<file path="src/rtl/conc_sched.sv">
// conc_sched: round-robin scheduler for the conc datapath (a=i+K, b=3a, c=a+b, d=i-1, e=j/4).
// All arithmetic runs on one shared adder over four cycles; results come back on a valid/ready channel.
module conc_sched #(
    parameter int unsigned WIDTH = 32,
    parameter int unsigned ADD_K = 5
) (
    input  logic             clk,
    input  logic             rst,
    input  logic             req0_valid,
    output logic             req0_ready,
    input  logic [WIDTH-1:0] req0_i,
    input  logic [WIDTH-1:0] req0_j,
    input  logic             req1_valid,
    output logic             req1_ready,
    input  logic [WIDTH-1:0] req1_i,
    input  logic [WIDTH-1:0] req1_j,
    output logic             rsp_valid,
    input  logic             rsp_ready,
    output logic             rsp_id,
    output logic [WIDTH-1:0] rsp_a,
    output logic [WIDTH-1:0] rsp_b,
    output logic [WIDTH-1:0] rsp_c,
    output logic [WIDTH-1:0] rsp_d,
    output logic [WIDTH-1:0] rsp_e,
    output logic             busy
);

    typedef enum logic [2:0] {
        IDLE = 3'd0,
        S_A  = 3'd1,
        S_B  = 3'd2,
        S_C  = 3'd3,
        S_D  = 3'd4,
        OUT  = 3'd5
    } state_t;

    state_t           state_q, state_d;
    logic             last_grant_q, last_grant_d;
    logic [WIDTH-1:0] i_q, i_d;
    logic [WIDTH-1:0] j_q, j_d;
    logic             id_q, id_d;
    logic             rsp_valid_q, rsp_valid_d;
    logic             rsp_id_q, rsp_id_d;
    logic [WIDTH-1:0] rsp_a_q, rsp_a_d;
    logic [WIDTH-1:0] rsp_b_q, rsp_b_d;
    logic [WIDTH-1:0] rsp_c_q, rsp_c_d;
    logic [WIDTH-1:0] rsp_d_q, rsp_d_d;
    logic [WIDTH-1:0] rsp_e_q, rsp_e_d;
    logic             busy_q, busy_d;

    logic             gnt0_s, gnt1_s;
    logic [WIDTH-1:0] add_x_s, add_y_s, add_sum_s;

    // Round-robin grant, only offered while idle; a tie goes to the requester not served last.
    always_comb begin
        gnt0_s = 1'b0;
        gnt1_s = 1'b0;
        if (state_q == IDLE) begin
            if (req0_valid && req1_valid) begin
                gnt0_s = last_grant_q;
                gnt1_s = ~last_grant_q;
            end else begin
                gnt0_s = req0_valid;
                gnt1_s = req1_valid;
            end
        end else begin
            gnt0_s = 1'b0;
            gnt1_s = 1'b0;
        end
    end

    assign req0_ready = gnt0_s;
    assign req1_ready = gnt1_s;

    // Operand mux for the single shared adder; 3a is formed as a + (a << 1).
    always_comb begin
        add_x_s = {WIDTH{1'b0}};
        add_y_s = {WIDTH{1'b0}};
        case (state_q)
            S_A: begin
                add_x_s = i_q;
                add_y_s = WIDTH'(ADD_K);
            end
            S_B: begin
                add_x_s = rsp_a_q;
                add_y_s = rsp_a_q << 1'b1;
            end
            S_C: begin
                add_x_s = rsp_a_q;
                add_y_s = rsp_b_q;
            end
            S_D: begin
                add_x_s = i_q;
                add_y_s = {WIDTH{1'b1}};
            end
            default: begin
                add_x_s = {WIDTH{1'b0}};
                add_y_s = {WIDTH{1'b0}};
            end
        endcase
    end

    assign add_sum_s = add_x_s + add_y_s;

    // Next-state and datapath update; each arithmetic state lasts one cycle.
    always_comb begin
        state_d      = state_q;
        last_grant_d = last_grant_q;
        i_d          = i_q;
        j_d          = j_q;
        id_d         = id_q;
        rsp_id_d     = rsp_id_q;
        rsp_a_d      = rsp_a_q;
        rsp_b_d      = rsp_b_q;
        rsp_c_d      = rsp_c_q;
        rsp_d_d      = rsp_d_q;
        rsp_e_d      = rsp_e_q;
        case (state_q)
            IDLE: begin
                if (gnt0_s || gnt1_s) begin
                    i_d          = gnt1_s ? req1_i : req0_i;
                    j_d          = gnt1_s ? req1_j : req0_j;
                    id_d         = gnt1_s;
                    last_grant_d = gnt1_s;
                    state_d      = S_A;
                end else begin
                    state_d = IDLE;
                end
            end
            S_A: begin
                rsp_a_d = add_sum_s;
                rsp_e_d = j_q >> 2'd2;
                state_d = S_B;
            end
            S_B: begin
                rsp_b_d = add_sum_s;
                state_d = S_C;
            end
            S_C: begin
                rsp_c_d = add_sum_s;
                state_d = S_D;
            end
            S_D: begin
                rsp_d_d  = add_sum_s;
                rsp_id_d = id_q;
                state_d  = OUT;
            end
            OUT: begin
                if (rsp_ready) begin
                    state_d = IDLE;
                end else begin
                    state_d = OUT;
                end
            end
            default: begin
                state_d = IDLE;
            end
        endcase
        rsp_valid_d = (state_d == OUT);
        busy_d      = (state_d != IDLE);
    end

    // State and result registers; reset discards any in-flight job.
    always_ff @(posedge clk or negedge rst) begin
        if (!rst) begin
            state_q      <= IDLE;
            last_grant_q <= 1'b1;
            i_q          <= {WIDTH{1'b0}};
            j_q          <= {WIDTH{1'b0}};
            id_q         <= 1'b0;
            rsp_valid_q  <= 1'b0;
            rsp_id_q     <= 1'b0;
            rsp_a_q      <= {WIDTH{1'b0}};
            rsp_b_q      <= {WIDTH{1'b0}};
            rsp_c_q      <= {WIDTH{1'b0}};
            rsp_d_q      <= {WIDTH{1'b0}};
            rsp_e_q      <= {WIDTH{1'b0}};
            busy_q       <= 1'b0;
        end else begin
            state_q      <= state_d;
            last_grant_q <= last_grant_d;
            i_q          <= i_d;
            j_q          <= j_d;
            id_q         <= id_d;
            rsp_valid_q  <= rsp_valid_d;
            rsp_id_q     <= rsp_id_d;
            rsp_a_q      <= rsp_a_d;
            rsp_b_q      <= rsp_b_d;
            rsp_c_q      <= rsp_c_d;
            rsp_d_q      <= rsp_d_d;
            rsp_e_q      <= rsp_e_d;
            busy_q       <= busy_d;
        end
    end

    assign rsp_valid = rsp_valid_q;
    assign rsp_id    = rsp_id_q;
    assign rsp_a     = rsp_a_q;
    assign rsp_b     = rsp_b_q;
    assign rsp_c     = rsp_c_q;
    assign rsp_d     = rsp_d_q;
    assign rsp_e     = rsp_e_q;
    assign busy      = busy_q;

endmodule
</file>
<file path="config.mk">
export PLATFORM = sky130hd
export DESIGN_NAME = conc_sched
export DESIGN_NICKNAME = d
export VERILOG_FILES = /design/src/rtl/conc_sched.sv
export SDC_FILE = /design/constraint.sdc
export NUM_CORES = 1
export LEC_CHECK = 0
export CAP_MARGIN = 15
export CORE_UTILIZATION = 38
export CTS_BUF_LIST = sky130_fd_sc_hd__clkbuf_16
export DETAILED_ROUTE_END_ITERATION = 10
export PLACE_DENSITY = 0.65
export SLEW_MARGIN = 15
export SYNTH_ARGS = -nofsm -noshare
export SYNTH_HDL_FRONTEND = slang
export SYNTH_SLANG_ARGS = --single-unit
export TNS_END_PERCENT = 50
</file>
<file path="constraint.sdc">
create_clock -name clk -period 10.9 [get_ports clk]
set_input_delay 2.725 -clock clk [delete_from_list [all_inputs] [get_ports clk]]
set_output_delay 2.725 -clock clk [all_outputs]
set_load 0.1 [all_outputs]
</file>
# Word level (Yosys, flattened, before mapping)
# Cells that the tools add are included.
op_classes:
  n_addsub: 1
  n_eq_ne: 6
  mux: 11
  n_bitwise: 1
  n_reduce_logical: 7
op_table:
  columns: ["operator", "count"]
  rows:
  - ["case mux 32 bit (4 select lines)", 1]
  - ["2-to-1 mux 32 bit", 2]
  - ["case mux 32 bit (2 select lines)", 1]
  - ["adder 32 bit", 1]
  - ["case mux 3 bit (6 select lines)", 1]
  - ["== test 3 bit (second input constant)", 3]
  - ["== test 3 x 2 -> 1 bit (second input constant)", 2]
  - ["2-to-1 mux 1 bit", 5]
  - ["OR reduction 2 bit", 2]
  - ["== test 3 x 1 -> 1 bit (second input constant)", 1]
  - ["zero test 3 bit", 1]
  - ["2-to-1 mux 3 bit", 1]
  - ["nonzero test 3 bit", 1]
  - ["AND reduction 2 bit", 1]
  - ["logical AND 1 bit", 1]
  - ["logical OR 1 bit", 1]
  - ["NOT 1 bit", 1]
totals:
  register_bits: 230
  in_bits: 133
  output_inout_bits: 165
  elab_cells: 39

# Longest topological paths before layout
# Gate-level depths: netlist (run 1).
logic_depth:
  word_depth: 7
  depth_mapped: 18
  mapped_depth_nobuf: 15

# Least setup slack after synthesis (run 1)
# OpenSTA, ideal clock, no wires.
synth_timing:
  path_kind: "input port to output port"
  start: "in req1_valid"
  end: "out req0_ready"
  arrival_time_ps: 3706
  required_time_ps: 8175
  setup_slack_ps: 4469
  stages: 4
  n_path_buf: 1
  cell_sequence: "nand2b_1 -> nand3_1 -> clkbuf_1 -> inv_1"
synth_via:
  elab_chain_len: 3
synth_lines:
  columns: ["item", "line_no", "source"]
  rows:
  - ["from (decl)", "13", "input logic req1_valid,"]
  - ["logical AND 1 bit", "59", "if (req0_valid && req1_valid) begin"]
  - ["2-to-1 mux 1 bit", "59", null]
  - ["2-to-1 mux 1 bit", "58", "if (state_q == IDLE) begin"]
  - ["to (decl)", "10", "output logic req0_ready,"]
# Every way passes these cells.

# Worst setup path in the final report (run 1)
layout_timing:
  start: "in req0_valid"
  end: "out req1_ready"
layout_via:
  elab_chain_len: 3
layout_lines:
  columns: ["item", "line_no", "source"]
  rows:
  - ["from (decl)", "9", "input logic req0_valid,"]
  - ["logical AND 1 bit", "59", null]
  - ["2-to-1 mux 1 bit", "59", null]
  - ["2-to-1 mux 1 bit", "58", null]
  - ["to (decl)", "14", "output logic req1_ready,"]
# Every way passes these cells.

==> results of run 1 <==
==> cell type report <==
class,instances,area (sq um),area share [%]
multi-input combinational,858,4965,32.92
tap,378,473.0,3.136
timing repair buffer,304,3015,20.00
inverter,14,52.55,0.3485
clock buffer,25,625.6,4.149
sequential,228,5707,37.84
clock inverter,21,241.5,1.601
==> cells in the final DEF (no fill, tap or decap), drive strengths merged, types with 3 or more instances in the layout <==
cell             n
nor2           141
buf             14
nand2          191
o22ai           62
mux2            34
clkdlybuf4s50  290
clkbuf          25
xor2            13
xnor2           16
a22o            30
clkinvlp         3
nor3             7
a211oi           4
a21o            10
o31ai            3
o21bai           5
dfrtp          227
nand2b           7
clkinv           9
bufinv           4
nor2b            4
o211ai           3
a31oi            5
o21a             5
o21ai          170
nand3            9
nand4           11
inv             19
a21oi           73
ha              31
==> registers in the layout (all words and copies together), names as in the netlist <==
signal,cells
rsp_e,30
rsp_c,32
i_q,32
rsp_id,1
rsp_valid,1
state_q,3
rsp_a,32
rsp_b,32
id_q,1
last_grant_q,1
j_q,30
rsp_d,32
busy,1
==> routing by layer <==
metal	up-vias	routed length, um	global-route usage [%]
met5	-	0	0
li1	4647	-	-
met2	311	14470	34.84
met4	0	621	5.271
met3	36	2394	5.402
met1	4533	14360	29.56
==> cells by family after synthesis <==
| kind of cell | Yosys count | synth area share [%] |
|---|---|---|
| xor gates and xnor gates | 29 | 2.447 |
| AOI/OAI and AO/OA | 383 | 21.00 |
| muxes | 34 | 3.483 |
| other | 1 | 0.03412 |
| DFF | 228 | 51.92 |
| adders and majority gates | 32 | 3.711 |
| and+or+nand+nor | 378 | 13.91 |
| buffers and inverters | 96 | 3.495 |
==> worst min-delay path: stages (launching register included) <==
cell and delay [ns]:
dfrtp_1 0.34, nand2_1 0.04, o21ai_0 0.05
==> per-stage QoR <==
| step | utilization, % | setup slack, ns | instances |
|---|---|---|---|
| 2_1_floorplan | - | 4.469 | 1182 |
| 3_3_place_gp | 50.58 | 3.090 | 1782 |
| 3_5_place_dp | 50.58 | 3.063 | 1782 |
| 4_1_cts | 53.67 | 3.055 | 1828 |
| 5_1_grt | 53.69 | 2.922 | 1828 |
| 6_report | 53.69 | 3.070 | 1828 |
==> path summary, 6_finish.rpt <==
check	start	to	cells past startpoint
worst max register to register	state_q[2]	rsp_a[26]	18
max in group asynchronous	rst	rsp_c[4]	2
worst min register to register	rsp_d[14]	rsp_d[14]	2
min in group asynchronous	rst	rsp_e[19]	1
worst max-delay path	req0_valid	req1_ready	5
worst min-delay path	rsp_d[14]	rsp_d[14]	2
==> results.yml, run 1 <==
outcome:
  status: "complete, no violations"
die:
  start_util_pct: 39.13
  die_y_um: 172.1
  num_rows: 61
  dieArea_sq_um: 29610
  die_w_um: 172.1
  core_area_sq_um: 28090
  ios: 298
global_routing:
  grt_overflow: 0
  antenna_found_initial: 0
  grt_pass1_vias: 9179
  grt_max_degree: 96
  grt.total_usage_pct: 21.78
  grt_pass1_wl_mm: 50.51
worst_setup_path:
  end_kind: "primary output"
  cpMaxStageDelayCell: "clkdlybuf4s50_1"
  crit_top_cell: "clkdlybuf4s50_1"
  cp.required_ns: 8.18
  cp.arrival_ns: 5.11
  slowest_delay_ns: 1.16
  ff2ff_setup_slack_ns: 5.98
  start_kind: "primary input"
  cp_max_fo: 32
  cp_cell_sequence: "clkdlybuf4s50_1 > nand2_1 > nand3_4 > inv_1 > clkdlybuf4s50_1"
  critPathTopFamily: "buffers and inverters"
  worstSetupPathType: "in -> out"
  cp_num_buf_inv: 3
detailed_routing:
  viasPerCell: 5.212
  drt_iter0_markers: 445
  drtAntennaViolNets: 0
  routed_wl_mm: 31.84
  num_vias: 9527
  wl_per_cell_um: 17.42
  drcViolationCount: 0
  first_pass_iters: 6
cells_and_area:
  areaGrowthSynthToFinish_pct: 37.19
  final_area_sq_um: 15080
  fillers: 2588
  diodes: 0
  drive_gt1_share_pct: 8.552
  num-nets-final: 1596
synth:
  ys_types: 56
  syn_area_sq_um: 10990
  synth_top_area_share_pct: 51.68
  yosysSeqAreaShare_pct: 51.92
  synth_top_area_cell: "dfrtp_1"
  synth_edf_count: 0
  synth_flop_cell: "dfrtp_1"
  synth_common_cells: "dfrtp_1 (227), nand2_1 (191), o21ai_0 (146)"
  synth_cells: 1181
  synth_area_leaders: "dfrtp_1 (52%), o21ai_0 (6.6%), nand2_1 (6.5%)"
  synth_warnings: 0
  ys_ff_latch: 228
  async_flop_share_pct: 100.0
  avgSynthCellArea_sq_um: 9.307
  yosysMostFrequentCell: "dfrtp_1"
cts:
  insertion_delay_ns: 0.53
  postCtsHoldBufs: 0
  cts_tree: "yes"
  cts_root_buffer: "clkbuf_16"
  cts_resized: 0
  numClockSinks: 228
  cts.clk_slew.worst_paths_ns: 0.06
  postCtsSetupBuffers: 0
  cts_buffer_depth: 3
  htreeDepth: 1
  cts_buffers: 25
timing:
  setup-violations-final: 0
  clock_skew_ns: 0.01408
  tightest_slew_ns: 1.099
  period_needed_ns: 7.830
  fmax_mhz: 127.7
  fin_setup_tns_ns: 0
  max_slew_margin_pct: 26.75
  hold_slack_ns: 0.4749
  slew_violations: 0
  rsz0062_at_grt: "false"
  fin_crit_sh_pct: 71.84
  hold_viol: 0
placement:
  dpl_cell_area_sq_um: 14210
  place_congestion: 0.9086
  post-dp-hpwl_mm: 22.09
  io_buffers: 291
run:
  drv_cap: 0
hold_path:
  hold_class: "reg -> reg"
Power of run 1 is left out: the tool's default activity adds up to more than one toggle a clock period on the data nets, which glitch-free logic cannot reach.
==> run 2, diff against run 1 <==
==> constraint.sdc (replaced) <==
create_clock -name clk -period 7.7 [get_ports clk]
set_input_delay 1.925 -clock clk [delete_from_list [all_inputs] [get_ports clk]]
set_output_delay 1.925 -clock clk [all_outputs]
set_load 0.1 [all_outputs]
==> run 2 against run 1 <==
Sequential share of layout area grew 0.063 points. Critical path depth up 10. Die area unchanged. Via count fell by 0.44%. Sequential cell count unchanged. Global-route usage grew 0.18 points. Critical path type is now reg -> reg. Largest cell class unchanged.
==> results.yml, run 2 (synthesis gave the netlist of run 1 again) <==
outcome:
  status: "complete, no violations"
timing:
  setup-violations-final: 0
  tightest_slew_ns: 1.209
  slew_violations: 0
  clock_skew_ns: 0.008810
  hold_viol: 0
  fin_setup_tns_ns: 0
  max_slew_margin_pct: 18.80
  period_needed_ns: 5.018
  setup_slack_ns: 2.682
  fin_crit_sh_pct: 65.17
  rsz0062_at_grt: "false"
  fmax_mhz: 199.3
global_routing:
  grt_pass1_vias: 9331
  grt.total_usage_pct: 21.96
  antenna_found_initial: 0
  grt_overflow: 0
  grt_pass1_wl_mm: 51.09
  grt_max_degree: 114
cells_and_area:
  layout_commonest_cell: "clkdlybuf4s50_1"
  num-nets-final: 1595
  fin_cells: 1824
  diodes: 0
  drive_gt1_share_pct: 8.368
  areaGrowthSynthToFinish_pct: 36.96
  final_area_sq_um: 15050
  layout_common_cells: "clkdlybuf4s50_1 (288), dfrtp_1 (227), nand2_1 (188)"
placement:
  dpl_cell_area_sq_um: 14190
  place_congestion: 0.8923
  placed_cells: 1781
  post-dp-hpwl_mm: 22.26
  place_ws_ns: 2.682
  io_buffers: 291
worst_setup_path:
  end_kind: "flop"
  cp_max_fo: 95
  cp_num_buf_inv: 2
  worstSetupPathType: "reg -> reg"
  cpMaxStageDelayCell: "dfrtp_1"
  r2r-start: "state_q[0]"
  cp.arrival_ns: 5.37
  worst_r2r_path_depth: 15
  cp.required_ns: 8.05
  path_depth: 15
  cp-endpoint: "rsp_a[26]"
  start_kind: "flop"
  startpoint: "state_q[0]"
  ff2ff_setup_slack_ns: 2.68
  r2r-end: "rsp_a[26]"
  cp_cell_sequence: "nand2_4 > nand2_1 > buf_4 > a22o_1 > ha_1 > inv_1 > fa_1 > nand2b_1 > a21oi_2 > o31ai_2 > a21o_2 > a21oi_1 > a41oi_2 > xor2_1 > o21ai_0"
  critPathTopFamily: "compound AO/OA/AOI/OAI gates"
  slowest_delay_ns: 0.82
die:
  dieArea_sq_um: 29610
  num_rows: 61
  ios: 298
  start_util_pct: 39.13
  die_y_um: 172.1
  core_area_sq_um: 28090
  die_w_um: 172.1
cts:
  numClockSinks: 228
  cts_buffers: 25
  postCtsHoldBufs: 0
  htreeDepth: 1
  postCtsSetupBuffers: 0
  cts_root_buffer: "clkbuf_16"
  cts_resized: 0
  insertion_delay_ns: 0.52
  cts.clk_slew.worst_paths_ns: 0.06
  cts_tree: "yes"
  cts_buffer_depth: 3
detailed_routing:
  drt_iter0_markers: 624
  drcViolationCount: 0
  routed_wl_mm: 31.96
  wl_per_cell_um: 17.52
  viasPerCell: 5.200
  drtAntennaViolNets: 0
  first_pass_iters: 5
  num_vias: 9485
hold_path:
  hold_class: "reg -> reg"
  hold_depth: 2
run:
  drv_cap: 0
-- run 2: worst min-delay path: stages, from the launching register on --
cell and delay, ns:
dfrtp_1 0.34, nand2_1 0.04, o21ai_0 0.06
-- run 2: area by class of cell --
cell class	count	area (sq um)
Clock buffer	25	625.6
Multi-Input combinational cell	858	4965
Timing Repair Buffer	303	3003
Sequential cell	228	5707
Tap cell	378	473.0
Clock inverter	18	229.0
Inverter	14	52.55
Fill cell	2603	13030
-- run 2: worst min-delay path by stage --
| stage | startpoint | endpoint | slack (ns) |
|---|---|---|---|
| 2_1_floorplan | id_q | id_q | 0.46 |
| 5_1_grt | rsp_d[6] | rsp_d[6] | 0.50 |
| 3_3_place_gp | rsp_d[15] | rsp_d[15] | 0.46 |
| 3_5_place_dp | rsp_d[10] | rsp_d[10] | 0.47 |
| 4_1_cts | rsp_d[10] | rsp_d[10] | 0.48 |
| 6_report | rsp_c[6] | rsp_c[6] | 0.48 |
-- run 2: layer usage --
layer	wire, um	global-route usage [%]	up-vias
met3	2700	5.745	35
li1	-	-	4644
met4	537	4.617	0
met2	14480	35.41	329
met1	14240	29.64	4477
met5	0	0	-
-- run 2: through the flow --
| stage | utilization (%) | hold WS (ns) |
|---|---|---|
| 2_1_floorplan | - | 0.4603 |
| 3_3_place_gp | 50.54 | 0.4622 |
| 3_5_place_dp | 50.54 | 0.4698 |
| 4_1_cts | 53.58 | 0.4838 |
| 5_1_grt | 53.60 | 0.5004 |
| 6_report | 53.60 | 0.4765 |
Power of run 2 is left out for the same reason.
==> run 3, diff against run 2 <==
--- a/config.mk
+++ b/config.mk
@@ -9,7 +9,7 @@
 export CORE_UTILIZATION = 38
 export CTS_BUF_LIST = sky130_fd_sc_hd__clkbuf_16
 export DETAILED_ROUTE_END_ITERATION = 10
-export PLACE_DENSITY = 0.65
+export PLACE_DENSITY = 0.68
 export SLEW_MARGIN = 15
 export SYNTH_ARGS = -nofsm -noshare
 export SYNTH_HDL_FRONTEND = slang
==> constraint.sdc (replaced) <==
create_clock -name clk -period 4.4 [get_ports clk]
set_input_delay 1.1 -clock clk [delete_from_list [all_inputs] [get_ports clk]]
set_output_delay 1.1 -clock clk [all_outputs]
set_load 0.1 [all_outputs]
==> run 3 against run 2 <==
Sequential cell count stayed put. Wire length fell by 0.29%. Worst hold slack got worse by 0.0025 ns. Utilization is 0.19 points higher. Critical endpoint unchanged. Count of clock-buffer cells in the layout rose by 2. Critical path depth increased by 1. Non-clock buffer count up 9. Via count is 0.84% higher. Register-to-register slack lost 2.1 ns.
==> results.yml, run 3 (synthesis gave the netlist of run 1 again) <==
timing:
  setup-violations-final: 0
  fmax_mhz: 258.7
  hold_viol: 0
  fin_crit_sh_pct: 87.84
  clock_skew_ns: 0.01825
  max_slew_margin_pct: 25.68
  fin_setup_tns_ns: 0
  slew_violations: 0
  rsz0062_at_grt: "false"
  tightest_slew_ns: 1.111
  period_needed_ns: 3.865
  setup_slack_ns: 0.5352
worst_setup_path:
  cp.arrival_ns: 4.24
  cp.required_ns: 4.77
  worst_r2r_path_depth: 16
  ff2ff_setup_slack_ns: 0.54
  start_kind: "flop"
  worstSetupPathType: "reg -> reg"
  startpoint: "state_q[2]"
  r2r-end: "rsp_a[26]"
  cp_max_fo: 19
  end_kind: "flop"
  cp-endpoint: "rsp_a[26]"
  r2r-start: "state_q[2]"
die:
  start_util_pct: 39.13
  ios: 298
  core_area_sq_um: 28090
  num_rows: 61
  die_y_um: 172.1
  dieArea_sq_um: 29610
  die_w_um: 172.1
detailed_routing:
  drt_iter0_markers: 454
  drtAntennaViolNets: 0
  drcViolationCount: 0
  first_pass_iters: 5
  wl_per_cell_um: 17.36
  num_vias: 9565
  routed_wl_mm: 31.87
  viasPerCell: 5.210
cells_and_area:
  layout_commonest_cell: "clkdlybuf4s50_1"
  final_area_sq_um: 15110
  areaGrowthSynthToFinish_pct: 37.44
  num-nets-final: 1606
  final_core_util_pct: 53.79
  drive_gt1_share_pct: 8.785
  layout_common_cells: "clkdlybuf4s50_1 (288), dfrtp_1 (227), nand2_1 (188)"
placement:
  io_buffers: 291
  place_ws_ns: 0.5559
  place_congestion: 0.9516
  post-dp-hpwl_mm: 22.41
  dpl_cell_area_sq_um: 14300
cts:
  cts_buffers: 27
  insertion_delay_ns: 0.53
  htreeDepth: 1
  postCtsSetupBuffers: 0
  cts_buffer_depth: 3
  cts_root_buffer: "clkbuf_16"
  cts_tree: "yes"
  cts_resized: 0
  cts.clk_slew.worst_paths_ns: 0.06
  numClockSinks: 228
  postCtsHoldBufs: 0
hold_path:
  hold_class: "reg -> reg"
global_routing:
  antenna_found_initial: 1
  grt.total_usage_pct: 22.02
  grt_pass1_vias: 9454
  grt_pass1_wl_mm: 51.24
  grt_max_degree: 122
  grt_overflow: 0
outcome:
  status: "complete, no violations"
run:
  drv_cap: 0
[run 3: changes by cell type in the layout (fill, tap and decap cells not counted), sizes merged]
cell / previous run / this run
buf: 15 / 24
bufinv: 5 / 1
clkinvlp: 2 / 5
clkbuf: 25 / 27
diode: 0 / 1
inv: 15 / 16
[run 3: routing by layer]
| metal | vias to the layer above | part of all wire, % | wire length (um) | GRT usage (%) |
|---|---|---|---|---|
| met3 | 47 | 8.2 | 2623 | 5.699 |
| met5 | - | 0 | 0 | 0 |
| met1 | 4520 | 45 | 14310 | 29.50 |
| li1 | 4670 | - | - | - |
| met4 | 0 | 1.8 | 578 | 5.425 |
| met2 | 328 | 45 | 14350 | 35.41 |
[run 3: per-stage QoR]
| stage | hold WS, ns | std cells |
|---|---|---|
| 2_1_floorplan | 0.4603 | 1182 |
| 3_3_place_gp | 0.4616 | 1790 |
| 3_5_place_dp | 0.4701 | 1790 |
| 4_1_cts | 0.4826 | 1835 |
| 5_1_grt | 0.4956 | 1836 |
| 6_report | 0.4740 | 1836 |
[run 3: worst min path at each step]
| stage | slack [ns] | end | cells past startpoint | from |
|---|---|---|---|---|
| 3_5_place_dp | 0.47 | rsp_c[14] | 2 | rsp_c[14] |
| 5_1_grt | 0.50 | rsp_d[12] | 2 | rsp_d[12] |
| 4_1_cts | 0.48 | rsp_c[10] | 2 | rsp_c[10] |
| 3_3_place_gp | 0.46 | rsp_c[19] | 2 | rsp_c[19] |
| 6_report | 0.47 | rsp_c[10] | 2 | rsp_c[10] |
| 2_1_floorplan | 0.46 | id_q | 1 | id_q |
[run 3: layout make-up]
type / instances / area (sq um)
fillers: 2599 / 12980
flip-flops and latches: 228 / 5707
multi-input cells: 858 / 4965
repair buffers: 312 / 3108
clock buffers: 27 / 675.6
well taps: 378 / 473.0
clock inverters: 18 / 123.9
inverters: 14 / 52.55
diodes: 1 / 2.502
[run 3: worst max-delay path, stage by stage (launching register included)]
cell,delay (ns)
dfrtp_1,0.55
nor2b_2,0.25
nand2b_2,0.07
nand2_1,0.08
buf_4,0.27
a22o_1,0.18
ha_1,0.16
inv_1,0.06
fa_1,0.40
nand2b_1,0.20
a21oi_2,0.18
o31ai_2,0.11
a21o_2,0.23
a21oi_1,0.30
a41oi_2,0.17
xor2_1,0.36
o21ai_0,0.12
Power of run 3 is left out for the same reason.
